## config.mk

```make
export PLATFORM = sky130hd
export DESIGN_NAME = seq_gate
export DESIGN_NICKNAME = d
export VERILOG_FILES = /design/src/rtl/seq_gate_pkg.sv /design/src/rtl/seq_gate_lock_timer.sv /design/src/rtl/seq_gate.sv
export SDC_FILE = /design/constraint.sdc
export NUM_CORES = 1
export LEC_CHECK = 0
export CAP_MARGIN = 10
export CORE_ASPECT_RATIO = 1.5
export CORE_MARGIN = 10
export CORE_UTILIZATION = 40
export CTS_BUF_LIST = sky130_fd_sc_hd__clkbuf_2
export CTS_CLUSTER_SIZE = 40
export DETAILED_ROUTE_END_ITERATION = 8
export GPL_ROUTABILITY_DRIVEN = 0
export PLACE_DENSITY_LB_ADDON = 0.08
export SLEW_MARGIN = 25
export SYNTH_ARGS = -nofsm -noshare
export SYNTH_HDL_FRONTEND = slang
export SYNTH_SLANG_ARGS = --single-unit
```

## constraint.sdc

```tcl
create_clock -name CLK -period 8.2 [get_ports CLK]
set_input_delay 0.82 -clock CLK [delete_from_list [all_inputs] [get_ports CLK]]
set_output_delay 0.82 -clock CLK [all_outputs]
set_load 0.01 [all_outputs]
```

## src/rtl/seq_gate_pkg.sv

```systemverilog
// Shared types and constants for the seq_gate sequence/password checker.
// Widths that depend on the instance's MAX_LEN are derived through the helpers below.
package seq_gate_pkg;

  localparam int DEF_MAX_LEN = 32;
  localparam int IDX_W       = $clog2(DEF_MAX_LEN + 1);
  localparam int CNT_W       = 8;

  localparam int MODE_FRAME  = 0;
  localparam int MODE_STREAM = 1;

  typedef enum logic [1:0] {
    ST_IDLE,
    ST_MATCH,
    ST_LOCK
  } gate_state_e;

  // A zero-cycle lockout still needs a 1-bit counter to hold the "never expires" value.
  function automatic int timer_width(input int cycles);
    return (cycles < 1) ? 1 : $clog2(cycles + 1);
  endfunction

endpackage

```

## src/rtl/seq_gate_lock_timer.sv

```systemverilog
// Lockout countdown: loads LOAD_VAL, counts down while running, and flags the
// cycle in which the count steps from 1 to 0. A load of 0 never expires.
module seq_gate_lock_timer
  import seq_gate_pkg::*;
#(
  parameter int LOAD_VAL = 1024
) (
  input  logic CLK,
  input  logic RESET_N,
  input  logic i_load,
  input  logic i_clear,
  input  logic i_run,
  output logic o_expire
);

  localparam int TW = timer_width(LOAD_VAL);

  logic [TW-1:0] r_count;

  assign o_expire = i_run && (r_count == TW'(1));

  // NOTE: state registers use non-blocking assignments so every flop samples pre-edge values.
  always_ff @(posedge CLK or negedge RESET_N) begin
    if (!RESET_N) begin
      r_count <= '0;
    end else if (i_clear) begin
      r_count <= '0;
    end else if (i_load) begin
      r_count <= TW'(LOAD_VAL);
    end else if (i_run && (r_count != '0)) begin
      r_count <= r_count - TW'(1);
    end
  end

endmodule

```

## src/rtl/seq_gate.sv

```systemverilog
// Programmable sequence gate: frame mode checks each delimited attempt exactly and
// locks out after repeated failures; stream mode searches for the pattern anywhere.
module seq_gate
  import seq_gate_pkg::*;
#(
  parameter int W           = 8,
  parameter int MAX_LEN     = 32,
  parameter int STREAM      = 0,
  parameter int MAX_FAIL    = 3,
  parameter int LOCK_CYCLES = 1024
) (
  input  logic                         CLK,
  input  logic                         RESET_N,
  input  logic [W-1:0]                 BYTE,
  input  logic                         BYTE_VALID,
  input  logic                         BYTE_LAST,
  input  logic                         PROG_WE,
  input  logic [$clog2(MAX_LEN)-1:0]   PROG_ADDR,
  input  logic [W-1:0]                 PROG_DATA,
  input  logic                         PROG_LEN_WE,
  input  logic [$clog2(MAX_LEN+1)-1:0] PROG_LEN,
  input  logic                         CLEAR,
  output logic                         GOOD,
  output logic                         FAIL,
  output logic                         LOCKED,
  output logic [$clog2(MAX_LEN+1)-1:0] MATCH_IDX,
  output logic [CNT_W-1:0]             FAIL_CNT
);

  localparam int LEN_W  = $clog2(MAX_LEN + 1);
  localparam int ADDR_W = $clog2(MAX_LEN);
  localparam logic [LEN_W-1:0] LEN_MAX = LEN_W'(MAX_LEN);

  logic [W-1:0]     r_pattern [MAX_LEN];
  logic [LEN_W-1:0] r_len;
  logic [LEN_W-1:0] r_idx;
  logic             r_ok;
  logic             r_good;
  logic             r_fail;
  logic [CNT_W-1:0] r_fail_cnt;
  gate_state_e      r_state;

  logic [LEN_W-1:0]  w_idx_nxt;
  logic              w_ok_nxt;
  logic              w_good_nxt;
  logic              w_fail_nxt;
  logic [CNT_W-1:0]  w_cnt_nxt;
  logic              w_lock_nxt;
  gate_state_e       w_state_nxt;
  logic              w_load;
  logic              w_tclr;
  logic              w_expire;
  logic              w_locked;
  logic              w_prog;
  logic              w_accept;
  logic [ADDR_W-1:0] w_rd_addr;
  logic              w_sym_eq;
  logic              w_seed;
  logic              w_hit;
  logic              w_at_end;
  logic [CNT_W-1:0]  w_cnt_inc;

  assign w_locked  = (r_state == ST_LOCK);
  assign w_prog    = PROG_WE || PROG_LEN_WE;
  assign w_accept  = BYTE_VALID && !w_locked;
  // idx may sit at MAX_LEN after an over-long frame; keep the read in range.
  assign w_rd_addr = (r_idx < LEN_MAX) ? r_idx[ADDR_W-1:0] : '0;
  assign w_sym_eq  = (BYTE == r_pattern[w_rd_addr]);
  assign w_seed    = (BYTE == r_pattern[0]);
  assign w_hit     = r_ok && (r_idx < r_len) && w_sym_eq;
  assign w_at_end  = (r_idx == r_len - LEN_W'(1));
  assign w_cnt_inc = (r_fail_cnt == '1) ? r_fail_cnt : r_fail_cnt + CNT_W'(1);

  // NOTE: every always_comb output gets a default first so no path can infer a latch.
  always_comb begin
    w_idx_nxt  = r_idx;
    w_ok_nxt   = r_ok;
    w_good_nxt = (STREAM == MODE_STREAM) ? 1'b0 : r_good;
    w_fail_nxt = 1'b0;
    w_cnt_nxt  = r_fail_cnt;
    w_lock_nxt = w_locked;
    w_load     = 1'b0;
    w_tclr     = 1'b0;

    if (CLEAR) begin
      w_idx_nxt  = '0;
      w_ok_nxt   = 1'b1;
      w_good_nxt = 1'b0;
      w_cnt_nxt  = '0;
      w_lock_nxt = 1'b0;
      w_tclr     = 1'b1;
    end else begin
      if (w_expire) begin
        w_lock_nxt = 1'b0;
        w_cnt_nxt  = '0;
      end
      if (w_prog) begin
        w_idx_nxt  = '0;
        w_ok_nxt   = 1'b1;
        w_good_nxt = 1'b0;
      end else if (w_accept) begin
        if (STREAM == MODE_STREAM) begin
          if (w_sym_eq) begin
            if (w_at_end) begin
              w_good_nxt = 1'b1;
              w_idx_nxt  = '0;
            end else begin
              w_idx_nxt = r_idx + LEN_W'(1);
            end
          end else begin
            w_idx_nxt = w_seed ? LEN_W'(1) : '0;
          end
        end else begin
          w_good_nxt = 1'b0;
          if (!BYTE_LAST) begin
            w_ok_nxt  = w_hit;
            w_idx_nxt = (r_idx == LEN_MAX) ? r_idx : r_idx + LEN_W'(1);
          end else begin
            if (w_hit && w_at_end) begin
              w_good_nxt = 1'b1;
              w_cnt_nxt  = '0;
            end else begin
              w_fail_nxt = 1'b1;
              w_cnt_nxt  = w_cnt_inc;
              if (w_cnt_inc >= CNT_W'(MAX_FAIL)) begin
                w_lock_nxt = 1'b1;
                w_load     = 1'b1;
              end
            end
            w_idx_nxt = '0;
            w_ok_nxt  = 1'b1;
          end
        end
      end
    end

    if (w_lock_nxt)              w_state_nxt = ST_LOCK;
    else if (w_idx_nxt != '0)    w_state_nxt = ST_MATCH;
    else                         w_state_nxt = ST_IDLE;
  end

  always_ff @(posedge CLK or negedge RESET_N) begin
    if (!RESET_N) begin
      r_idx      <= '0;
      r_ok       <= 1'b1;
      r_good     <= 1'b0;
      r_fail     <= 1'b0;
      r_fail_cnt <= '0;
      r_state    <= ST_IDLE;
    end else begin
      r_idx      <= w_idx_nxt;
      r_ok       <= w_ok_nxt;
      r_good     <= w_good_nxt;
      r_fail     <= w_fail_nxt;
      r_fail_cnt <= w_cnt_nxt;
      r_state    <= w_state_nxt;
    end
  end

  // NOTE: the pattern file is reset on purpose: a fresh device must start from a known all-zero key.
  always_ff @(posedge CLK or negedge RESET_N) begin
    if (!RESET_N) begin
      for (int i = 0; i < MAX_LEN; i++) r_pattern[i] <= '0;
      r_len <= LEN_W'(1);
    end else if (!CLEAR) begin
      if (PROG_WE) r_pattern[PROG_ADDR] <= PROG_DATA;
      if (PROG_LEN_WE && (PROG_LEN != '0)) begin
        r_len <= (PROG_LEN > LEN_MAX) ? LEN_MAX : PROG_LEN;
      end
    end
  end

  seq_gate_lock_timer #(
    .LOAD_VAL(LOCK_CYCLES)
  ) u_lock_timer (
    .CLK     (CLK),
    .RESET_N (RESET_N),
    .i_load  (w_load),
    .i_clear (w_tclr),
    .i_run   (w_locked),
    .o_expire(w_expire)
  );

  assign GOOD      = r_good;
  assign FAIL      = r_fail;
  assign LOCKED    = w_locked;
  assign MATCH_IDX = r_idx;
  assign FAIL_CNT  = r_fail_cnt;

endmodule
```

# Word level (Yosys, flattened, before mapping)
# Index checks and enable logic that the tools add are counted.
classes:
  n_reduce_logical: 17
  eq_ne: 6
  multipliers: 0
  add_sub_neg: 4
  n_bitwise: 3
  order_cmp: 7
  muxes: 53
  n_div: 0
  shift: 0
op_table:
  columns: ["op", "count"]
  rows:
  - ["$bwmux W256", 1]
  - ["$mux W8", 10]
  - ["$bmux W8 S5", 1]
  - ["$demux W8 S5", 1]
  - ["$mux W6", 6]
  - ["$mux W11", 3]
  - ["$mux W1", 29]
  - ["$ge A6 B6 Y1 const B", 2]
  - ["$not A5 Y6", 2]
  - ["$reduce_bool A6 Y1", 2]
  - ["$eq A11 B1 Y1 const B", 1]
  - ["$reduce_bool A11 Y1", 1]
  - ["$sub A11 B1 Y11 const B", 1]
  - ["$add A8 B1 Y8 const B", 1]
  - ["$eq A8 B8 Y1", 1]
  - ["$eq A8 B8 Y1 const B", 1]
  - ["$ge A8 B2 Y1 const B", 1]
  - ["$logic_and A1 B1 Y1", 8]
  - ["$add A6 B1 Y6 const B", 1]
  - ["$eq A6 B6 Y1", 1]
  - ["$eq A6 B6 Y1 const B", 1]
  - ["$gt A6 B6 Y1 const B", 1]
  - ["$lt A6 B1 Y1 const B", 1]
  - ["$lt A6 B6 Y1", 1]
  - ["other kinds (10)", 12]
totals:
  inputBits: 34
  memories: 0
  ram_bits: 0
  output_inout_bits: 17
  latch_bits: 0
  elab_cells: 130
  ff_bits: 292
  romBits: 0

# Longest topological paths before layout
# Gate-level depths: netlist (run 1).
logic_depth:
  word_depth: 16
  depth_mapped: 14
  ltp_nobuf: 10

# By module
# From an unflattened synthesis (run 1), not the netlist that was laid out.
hier_totals:
  cells_unflattened: 1210
  hier_area_um2: 14513.9
by_module_without_submodules:
  columns: ["module", "seq_area_each_um2", "instances", "area_each_um2", "cells_per_inst"]
  rows:
  - ["seq_gate", 7034.2, 1, 13867.0, 1138]
  - ["seq_gate_lock_timer", 275.3, 1, 646.9, 72]

# Least setup slack after synthesis (run 1)
# No wires, ideal clock.
synth_path:
  path_kind: "register to register"
  startpoint: "register r_idx[1] (netlist: MATCH_IDX[1])"
  endpoint: "register r_state[1]"
  path_buffers: 3
  setup_time_ns: 0.120
  required_time_ns: 8.080
  arrival_ns: 2.775
  path_slack_ns: 5.305
  stages_incl_launch_ff: 13
  period_less_slack_ns: 2.895
  path_cell_list: "dfrtp_1 buf_2 buf_6 mux2_1 a221oi_2 o211ai_1 a21o_1 a221oi_2 a31oi_1 nor4_4 a21boi_2 buf_6 a31o_1"
synth_via:
  elab_chain_cells: 15
  word_cells_on_any_way: 18
  classes_between: "2 x order compare; 2 x eq/ne; 10 x mux; 1 x bitwise; 3 x reduce/logical"
synth_lines:
  columns: ["item", "line", "source"]
  rows:
  - ["start: declaration", "seq_gate.sv:36", "logic [LEN_W-1:0] r_idx;"]
  - ["start signal: assignment", "seq_gate.sv:151", "r_idx <= w_idx_nxt;"]
  - ["$lt A6 B6 Y1", "seq_gate.sv:67", "assign w_rd_addr = (r_idx < LEN_MAX) ? r_idx[ADDR_W-1:0] : '0;"]
  - ["$mux W5", "seq_gate.sv:67", null]
  - ["$not A5 Y6 (not written as such)", "seq_gate.sv:68", "assign w_sym_eq = (BYTE == r_pattern[w_rd_addr]);"]
  - ["$bmux W8 S5", "seq_gate.sv:68", null]
  - ["$mux W8 (not written as such) (2 in series)", "seq_gate.sv:68", null]
  - ["$eq A8 B8 Y1", "seq_gate.sv:68", null]
  - ["$logic_and A1 B1 Y1", "seq_gate.sv:70", "assign w_hit = r_ok && (r_idx < r_len) && w_sym_eq;"]
  - ["$logic_and A1 B1 Y1 (*)", "seq_gate.sv:119", "if (w_hit && w_at_end) begin"]
  - ["$mux W1 (*)", "seq_gate.sv:119", null]
  - ["$mux W1 (*)", "seq_gate.sv:115", "if (!BYTE_LAST) begin"]
  - ["$mux W1 (*)", "seq_gate.sv:101", "end else if (w_accept) begin"]
  - ["$mux W1 (*)", "seq_gate.sv:97", "if (w_prog) begin"]
  - ["$mux W1 (*)", "seq_gate.sv:85", "if (CLEAR) begin"]
  - ["net w_lock_nxt", "seq_gate.sv:48", "logic w_lock_nxt;"]
  - ["$mux W2 (*)", "seq_gate.sv:137", "if (w_lock_nxt) w_state_nxt = ST_LOCK;"]
  - ["end signal: assignment", "seq_gate.sv:156", "r_state <= w_state_nxt;"]
  - ["end: declaration", "seq_gate.sv:41", "gate_state_e r_state;"]
# The timed path passes the listed nets; every way through them passes the cells marked *. The select of a mux whose other input is x is not followed.
# A chain may end at the register's enable or synchronous reset.

# Worst setup path after layout (run 1)
layout_path:
  startpoint: "register r_idx[2] (netlist: MATCH_IDX[2])"
  endpoint: "register u_lock_timer.r_count[5]"
layout_via:
  elab_chain_cells: 16
  word_cells_on_any_way: 20
  classes_between: "2 x order compare; 2 x eq/ne; 11 x mux; 1 x bitwise; 4 x reduce/logical"
layout_lines:
  columns: ["item", "line", "source"]
  rows:
  - ["$lt A6 B6 Y1", "seq_gate.sv:67", null]
  - ["$mux W5", "seq_gate.sv:67", null]
  - ["$not A5 Y6 (not written as such)", "seq_gate.sv:68", null]
  - ["$bmux W8 S5", "seq_gate.sv:68", null]
  - ["$mux W8 (not written as such) (2 in series)", "seq_gate.sv:68", null]
  - ["$eq A8 B8 Y1", "seq_gate.sv:68", null]
  - ["$logic_and A1 B1 Y1", "seq_gate.sv:70", null]
  - ["$logic_and A1 B1 Y1 (*)", "seq_gate.sv:119", null]
  - ["$mux W1 (*)", "seq_gate.sv:119", null]
  - ["$mux W1 (*)", "seq_gate.sv:115", null]
  - ["$mux W1 (*)", "seq_gate.sv:101", null]
  - ["$mux W1 (*)", "seq_gate.sv:97", null]
  - ["$mux W1 (*)", "seq_gate.sv:85", null]
  - ["$mux W11", "seq_gate_lock_timer.sv:28", "end else if (i_load) begin"]
  - ["$mux W11", "seq_gate_lock_timer.sv:26", "end else if (i_clear) begin"]
  - ["end signal: assignment", "seq_gate_lock_timer.sv:29", "r_count <= TW'(LOAD_VAL);"]
  - ["end signal: assignment", "seq_gate_lock_timer.sv:31", "r_count <= r_count - TW'(1);"]
  - ["end: declaration", "seq_gate_lock_timer.sv:18", "logic [TW-1:0] r_count;"]
# Mark *: on every way between the ends. The rest lies on a longest branch, timed or not. The select of a mux whose other input is x is not followed.

==> summary.md, run 1 <==
| Metric | Value |
|---|---|
| # Max-Cap Violations | 0 |
| Area growth syn-to-layout | 10.2% |
| CTS root buf | clkbuf_2 |
| Main combinational cell family by area after synthesis | multiplexers |
| Critical path class | reg2reg |
| Power Density | 195 mW/mm2 |
| Total track usage | 19.4% |
| Fin crit period | 4410 ps |
| Hold Slack | 447 ps |
| Max-slew violation count | 0 |
| CTS Buffer Depth | 3 |
| Int Power | about 2.2 mW |
| Dominant cell type by area after synthesis | dfrtp_1 |
| Min-Delay Path Class | in2reg |
| Post-synth top flop | dfrtp_1 |
| R2R Path End | u_lock_timer.r_count[5] |
| GRT overflow | 0 |
| CTS H-tree lvls | 3 |
| Worst-skew pair later-pin latency | between 1000 and 1500 ps |
| Die area | 0.0449 mm2 |
| Clock Pin Slew Worst Setup and Hold Paths | 100 ps |
| EDFF count, synth | 0 |
| Hold_sp | PROG_LEN[2] |
| DP Wirelength | 29100 um |
| Async set-or-reset flop fraction in the synthesized netlist | 100% |
| Switching Fraction | 29.3% |
| Initial core utilization | 40.7% |
| Mapped Cells | roughly 1200 |
| Clock skew | 87.1 ps |
| Synth area leaders | dfrtp_1, mux2_2, mux2i_1, nor2_1, nand2_1 |
| RSZ-0062 raised after global routing | no |
| Core area | 0.0361 mm2 |
| Final setup vio count | 0 |
| DR vias/cell | 5.62 |
| Port Buffer Count | 50 |
| First-pass GRT wire length | 65700 um |
| Max rail drop VDD | 75.1 uV |
| Combinational Power Share | 13.9% |
| Number of global-route vias before repair | between 10000 and 15000 |
| Simple-gate area share of the yosys netlist | between 8 and 9% |
| Vias | 10100 |
| Drt pass-1 iters | 5 |
| DR WL/cell | between 20 and 25 um |
| CTS tree | done |
| Setup crit start kind | flip-flop |
| Post-synthesis adder-cell area fraction | 1.02% |
| XOR/XNOR Fraction of Synth Area | between 1.5 and 2% |
| Largest net degree at the start of global routing | ~110 |
| NetSw | 922 uW |
| IO Count | 51 |
| CP Max Fanout | 38 |
| Post_cts resized | 0 |
| Setup_tns | 0 ps |
| TritonCTS Buffers | 76 |
| Worst slew margin | 35.5% |
| Die width | ~180 um |
| Multiplexer share of the synthesized area | 25.9% |
| Hold endpoint | r_len[2] |
| # fillers | 3470 |
| Num rows | 85 |
| FMAX | between 0.2 and 0.25 GHz |
| Sequential-to-total area share from yosys stat | 49.8% |
| Sink Count | 292 |
| # nets final | 1318 |
| Ys Warns | 0 |
| Leakage | 7.15 nW |
| Status | complete, no violations |
| Power share of the clock group | 32.0% |
| Tot Pwr | 3.14 mW |
| Period utilization | 53.8% |
| RR Startpoint | MATCH_IDX[2] |
| Endpoints failing hold | 0 |
| Post-synthesis area per instance | 12.2 um2 |
| Hold path depth | 3 |
| Layout cells sized above 1 | between 30% and 40% |
| Worst EP required | roughly 9000 ps |
| Die height | roughly 250 um |
| WL final | 43600 um |
| Antenna violations before repair | 1 |
| Critical Path AT | between 5000 and 6000 ps |
| Complex-gate fraction of the synthesized area | under 10% |
| Setup Buffers After CTS | 0 |
| Endpoint type of the worst setup path | flip-flop |
| Drt first-iter violations | 643 |
| Synth Register Bits | 292 |
| Worst slew pin tran | between 900 and 1000 ps |
| R2R setup slack | 3790 ps |
| Yosys cell types | 77 |
| Power share of the sequential group | 54.2% |
| Post-synth net total | 1252 |
| Top-area cell type share of the netlist area | 49.5% |
| Worst r2r path cells | 11 |
| Mapped Area | 0.0147 mm2 |
| Antenna-violating nets left | 0 |
| DRC viols | 0 |
-- metal layers --
metal | GRT usage, % | vias to the layer above | part of all wire (%)
li1 | - | 4559 | -
met1 | 22.6 | 5216 | 41
met2 | 33.8 | 283 | 51
met3 | 4.26 | 76 | 5.5
met4 | 8.28 | 0 | 2.9
met5 | 0 | - | 0
-- layout by cell type (no fill, tap or decap), types with 16 or more instances in the layout --
cell             netlist  routed
a211oi_1              16      16
a22oi_1               16      16
a31oi_1               16      16
buf_4                  8      16
clkbuf_2               0     111
clkdlybuf4s50_1        0      49
dfrtp_1              290     288
inv_1                 34      34
mux2_2               258     258
mux2i_1               65      65
nand2_1               65      65
nand3_1               19      19
nor2_1                68      66
nor3_1                21      21
o21ai_0               34      34
xnor2_1               22      22
-- power by group through the flow --
stage	sequential, mW	combinational [mW]	clock (mW)
finish	1.70	0.436	1.00
global route	1.72	0.475	1.11
CTS	1.70	0.440	1.04
detailed placement	1.73	0.439	0
global placement	1.73	0.434	0
floorplan	1.70	0.296	0
-- registers in the layout, indices dropped and copies added, names as in the netlist --
signal and cells:
r_pattern 256, u_lock_timer.r_count 11, FAIL_CNT 8, MATCH_IDX 6, r_len 6, r_state 2, FAIL 1, GOOD 1
r_ok 1
-- Yosys cell counts (4+ instances only) --
library cell  instances
a211oi_1             16
o21ai_0              34
buf_4                 8
mux2i_1              65
o22ai_1              13
o22a_1                6
nor2b_1               6
nand2b_1             13
mux4_2               10
o211ai_1              4
dfrtp_1             290
a211oi_2              9
a221oi_2              4
nand3_1              19
a221oi_1              4
o221ai_1              8
ha_1                 12
nor4_1                5
a22oi_1              16
xnor2_1              22
and3_1                5
nand2_1              65
and3b_1               4
nor3_1               21
buf_2                19
inv_1                34
xor2_1                9
buf_6                10
mux2_2              258
clkbuf_1             42
a21oi_1              13
o221a_2               4
nor2_1               68
a31oi_1              16
nand3b_1              8
-- area by class of cell --
cell class	instances	area (um2)	share of cell area, %
Timing Repair Buffer	69	658	4.07
Inverter	34	128	0.790
Clock inverter	19	98.8	0.612
Antenna cell	1	2.50	0.0155
Tap cell	478	598	3.70
Multi-Input combinational cell	799	6810	42.1
Clock buffer	111	556	3.44
Sequential cell	292	7310	45.3
-- how the worst max path moves through the flow --
stage / from / end / slack [ps] / cells after the start
detailed placement: CLEAR / r_pattern[94] / 3820 / 6
floorplan: MATCH_IDX[1] / r_state[1] / 5300 / 12
finish: MATCH_IDX[2] / u_lock_timer.r_count[5] / 3790 / 11
global route: MATCH_IDX[2] / u_lock_timer.r_count[5] / 3530 / 11
CTS: MATCH_IDX[2] / u_lock_timer.r_count[5] / 3800 / 11
global placement: MATCH_IDX[2] / FAIL_CNT[3] / 3810 / 11
-- through the flow --
step                utilization, %  worst slack [ps]  area, um2  cells
finish                        44.8              3790      16200   1803
floorplan                        -              5300      14700   1206
CTS                           44.8              3800      16200   1802
global placement              42.9              3810      15500   1671
global route                  44.8              3530      16200   1803
detailed placement            43.0              3820      15500   1671
-- worst max-delay path, cell delays in order, from the launching register on --
cell       delay (ps)
dfrtp_1           330
buf_4             420
nand2b_1          560
buf_4             410
mux2_2            250
nor2_1             30
a2111oi_0         680
a31oi_1           200
xor2_1            200
and4_1            290
a21boi_2          690
a211oi_2          150
-- logic make-up after synthesis --
group / Yosys count
fa+ha+maj: 12
buf+inv: 115
mux: 335
simple gates: 242
xor+xnor: 31
compound gates: 179
flops: 292
-- repair_timing --
item | 4_1_cts | 5_1_grt
endpoints found under the setup margin | 0 | 0
hold endpoints to repair | 102 | 0
hold buffers | 1 | 0
No activity file was read; power rests on OpenSTA's default activity.
==> inputs of run 2 (changes only) <==
Clock period 8.2 ns to 3.9 ns, I/O delays scaled along.
==> run 2 against run 1 <==
Clock skew fell by 14 ps. Core utilization increased by 0.96 points. Clock power is 110% higher. Largest power group unchanged.
==> summary.md, run 2 (same netlist as run 1, synthesis figures left out) <==
| Metric | Value |
|---|---|
| CP Max Fanout | 37 |
| Placed Area | between 0.015 and 0.02 mm2 |
| CTS tree | done |
| Max rail drop VDD | 149 uV |
| Endpoint type of the worst setup path | flip-flop |
| CP Buf/Inv Count | 1 |
| DRC viols | 0 |
| Area growth syn-to-layout | 12.5% |
| Largest reg by FF count | r_pattern |
| RSZ-0062 raised after global routing | no |
| Sink Count | 292 |
| Worst r2r path cells | 9 |
| Final setup vio count | 0 |
| # fillers | 3337 |
| CTS Buffer Depth | 3 |
| Setup Buffers After CTS | 0 |
| Die height | 255 um |
| RR Startpoint | MATCH_IDX[0] |
| DP Wirelength | between 30000 and 40000 um |
| Antenna violations before repair | 1 |
| Critical Path AT | 4530 ps |
| GRT overflow | 0 |
| Power share of the clock group | 31.7% |
| Die width | 176 um |
| Layout cells sized above 1 | 35.0% |
| FMAX | 0.276 GHz |
| Max-slew violation count | 0 |
| Finished layout cell area | 0.0165 mm2 |
| Period utilization | 93.1% |
| Worst-skew pair later-pin latency | 1000 ps |
| Delay-heaviest family, CP | compound AO/OA/AOI/OAI gates |
| Combinational Power Share | approximately 14% |
| Crit path cell chain | buf_12 -> a22oi_1 -> mux4_2 -> a211oi_1 -> a31oi_1 -> xor2_1 -> and4_1 -> a21boi_2 -> a32o_1 |
| Initial core utilization | 40.7% |
| Num rows | 85 |
| Endpoints failing hold | 0 |
| Largest net degree at the start of global routing | just under 100 |
| Antenna-violating nets left | 0 |
| # Max-Cap Violations | 0 |
| Vias | a little over 10000 |
| Setup_tns | 0 ps |
| Port Buffer Count | 50 |
| Int Power | ~4.7 mW |
| Total track usage | 20.2% |
| DR vias/cell | 5.58 |
| R2R setup slack | 270 ps |
| CTS H-tree lvls | 3 |
| Number of global-route vias before repair | roughly 11000 |
| Leakage | 7.37 nW |
| Status | complete, no violations |
| DR WL/cell | 24.2 um |
| Fin crit period | 3630 ps |
| Clock Pin Slew Worst Setup and Hold Paths | 110 ps |
| Power share of the sequential group | 54.2% |
| CTS root buf | clkbuf_2 |
| WL final | 44600 um |
| Hold Slack | 76.9 ps |
| Min-Delay Path Class | in2async |
| Die area | 0.0449 mm2 |
| TritonCTS Buffers | 75 |
| Clock skew | 73.2 ps |
| Core area | around 0.036 mm2 |
| Power Density | 401 mW/mm2 |
| # nets final | about 1400 |
| Most common cell after layout, fill and taps aside | dfrtp_1 |
| Worst EP required | 4800 ps |
| IO Count | 51 |
| Tot Pwr | 6.62 mW |
| Worst slew pin tran | 977 ps |
| Worst slew margin | 34.6% |
| Critical path class | reg2reg |
| NetSw | 1.93 mW |
| Drt pass-1 iters | 5 |
| Switching Fraction | 29.2% |
| R2R Path End | FAIL_CNT[3] |
| Max reg flops | 256 |
| Max incr delay on CP | roughly 690 ps |
| Drt first-iter violations | 743 |
| Slowest-stage cell, CP | dfrtp_4 |
| Setup crit start kind | flip-flop |
| First-pass GRT wire length | 68300 um |
| Commonest non-fill, non-tap cells in the layout | dfrtp_1, mux2_2, clkbuf_2 |
[run 2: layout make-up]
cell class | count | area [um2] | share of cell area (%)
sequential | 292 | 7310 | 44.3
multi-input combinational | 799 | 6800 | 41.2
timing repair buffer | 109 | 1010 | 6.09
tap | 478 | 598 | 3.62
clock buffer | 112 | 561 | 3.40
inverter | 34 | 128 | 0.773
clock inverter | 17 | 96.3 | 0.584
antenna | 1 | 2.50 | 0.0152
[run 2: metal layers]
layer	vias up	track usage, %	share of wire [%]	wire (um)
li1	4642	-	-	-
met1	5281	24.3	41	18400
met2	265	34.2	50	22300
met3	86	3.58	4.7	2110
met4	0	9.68	3.9	1740
met5	-	0	0	0
[run 2: worst max-delay path by stage]
stage                  from                      end  cells after the start
2_1_floorplan  MATCH_IDX[1]               r_state[1]                     12
3_3_place_gp   MATCH_IDX[0]              FAIL_CNT[3]                      9
3_5_place_dp   MATCH_IDX[1]              FAIL_CNT[3]                     10
4_1_cts        MATCH_IDX[0]  u_lock_timer.r_count[9]                      9
5_1_grt        MATCH_IDX[1]              FAIL_CNT[3]                     10
6_report       MATCH_IDX[0]              FAIL_CNT[3]                      9
[run 2: per-stage QoR]
| stage | worst slack (ps) | util [%] | std cells |
|---|---|---|---|
| global placement | 322 | 43.9 | 1709 |
| global route | 57.7 | 45.8 | 1842 |
| CTS | 319 | 45.8 | 1841 |
| floorplan | 1000 | - | 1206 |
| detailed placement | 298 | 43.9 | 1709 |
| finish | 271 | 45.8 | 1842 |
[run 2: power by group through the flow]
stage / sequential, mW / combinational, mW / clock (mW)
2_1_floorplan: 3.57 / 0.623 / 0
3_5_place_dp: 3.64 / 0.941 / 0
5_1_grt: 3.63 / 1.02 / 2.37
3_3_place_gp: 3.64 / 0.928 / 0
6_report: 3.58 / 0.934 / 2.10
4_1_cts: 3.58 / 0.946 / 2.20
[run 2: timing repair]
action	in CTS	in global routing
hold buffers	3	0
endpoints found under the setup margin	0	0
hold endpoints to repair	96	0
gates resized for setup	0	0
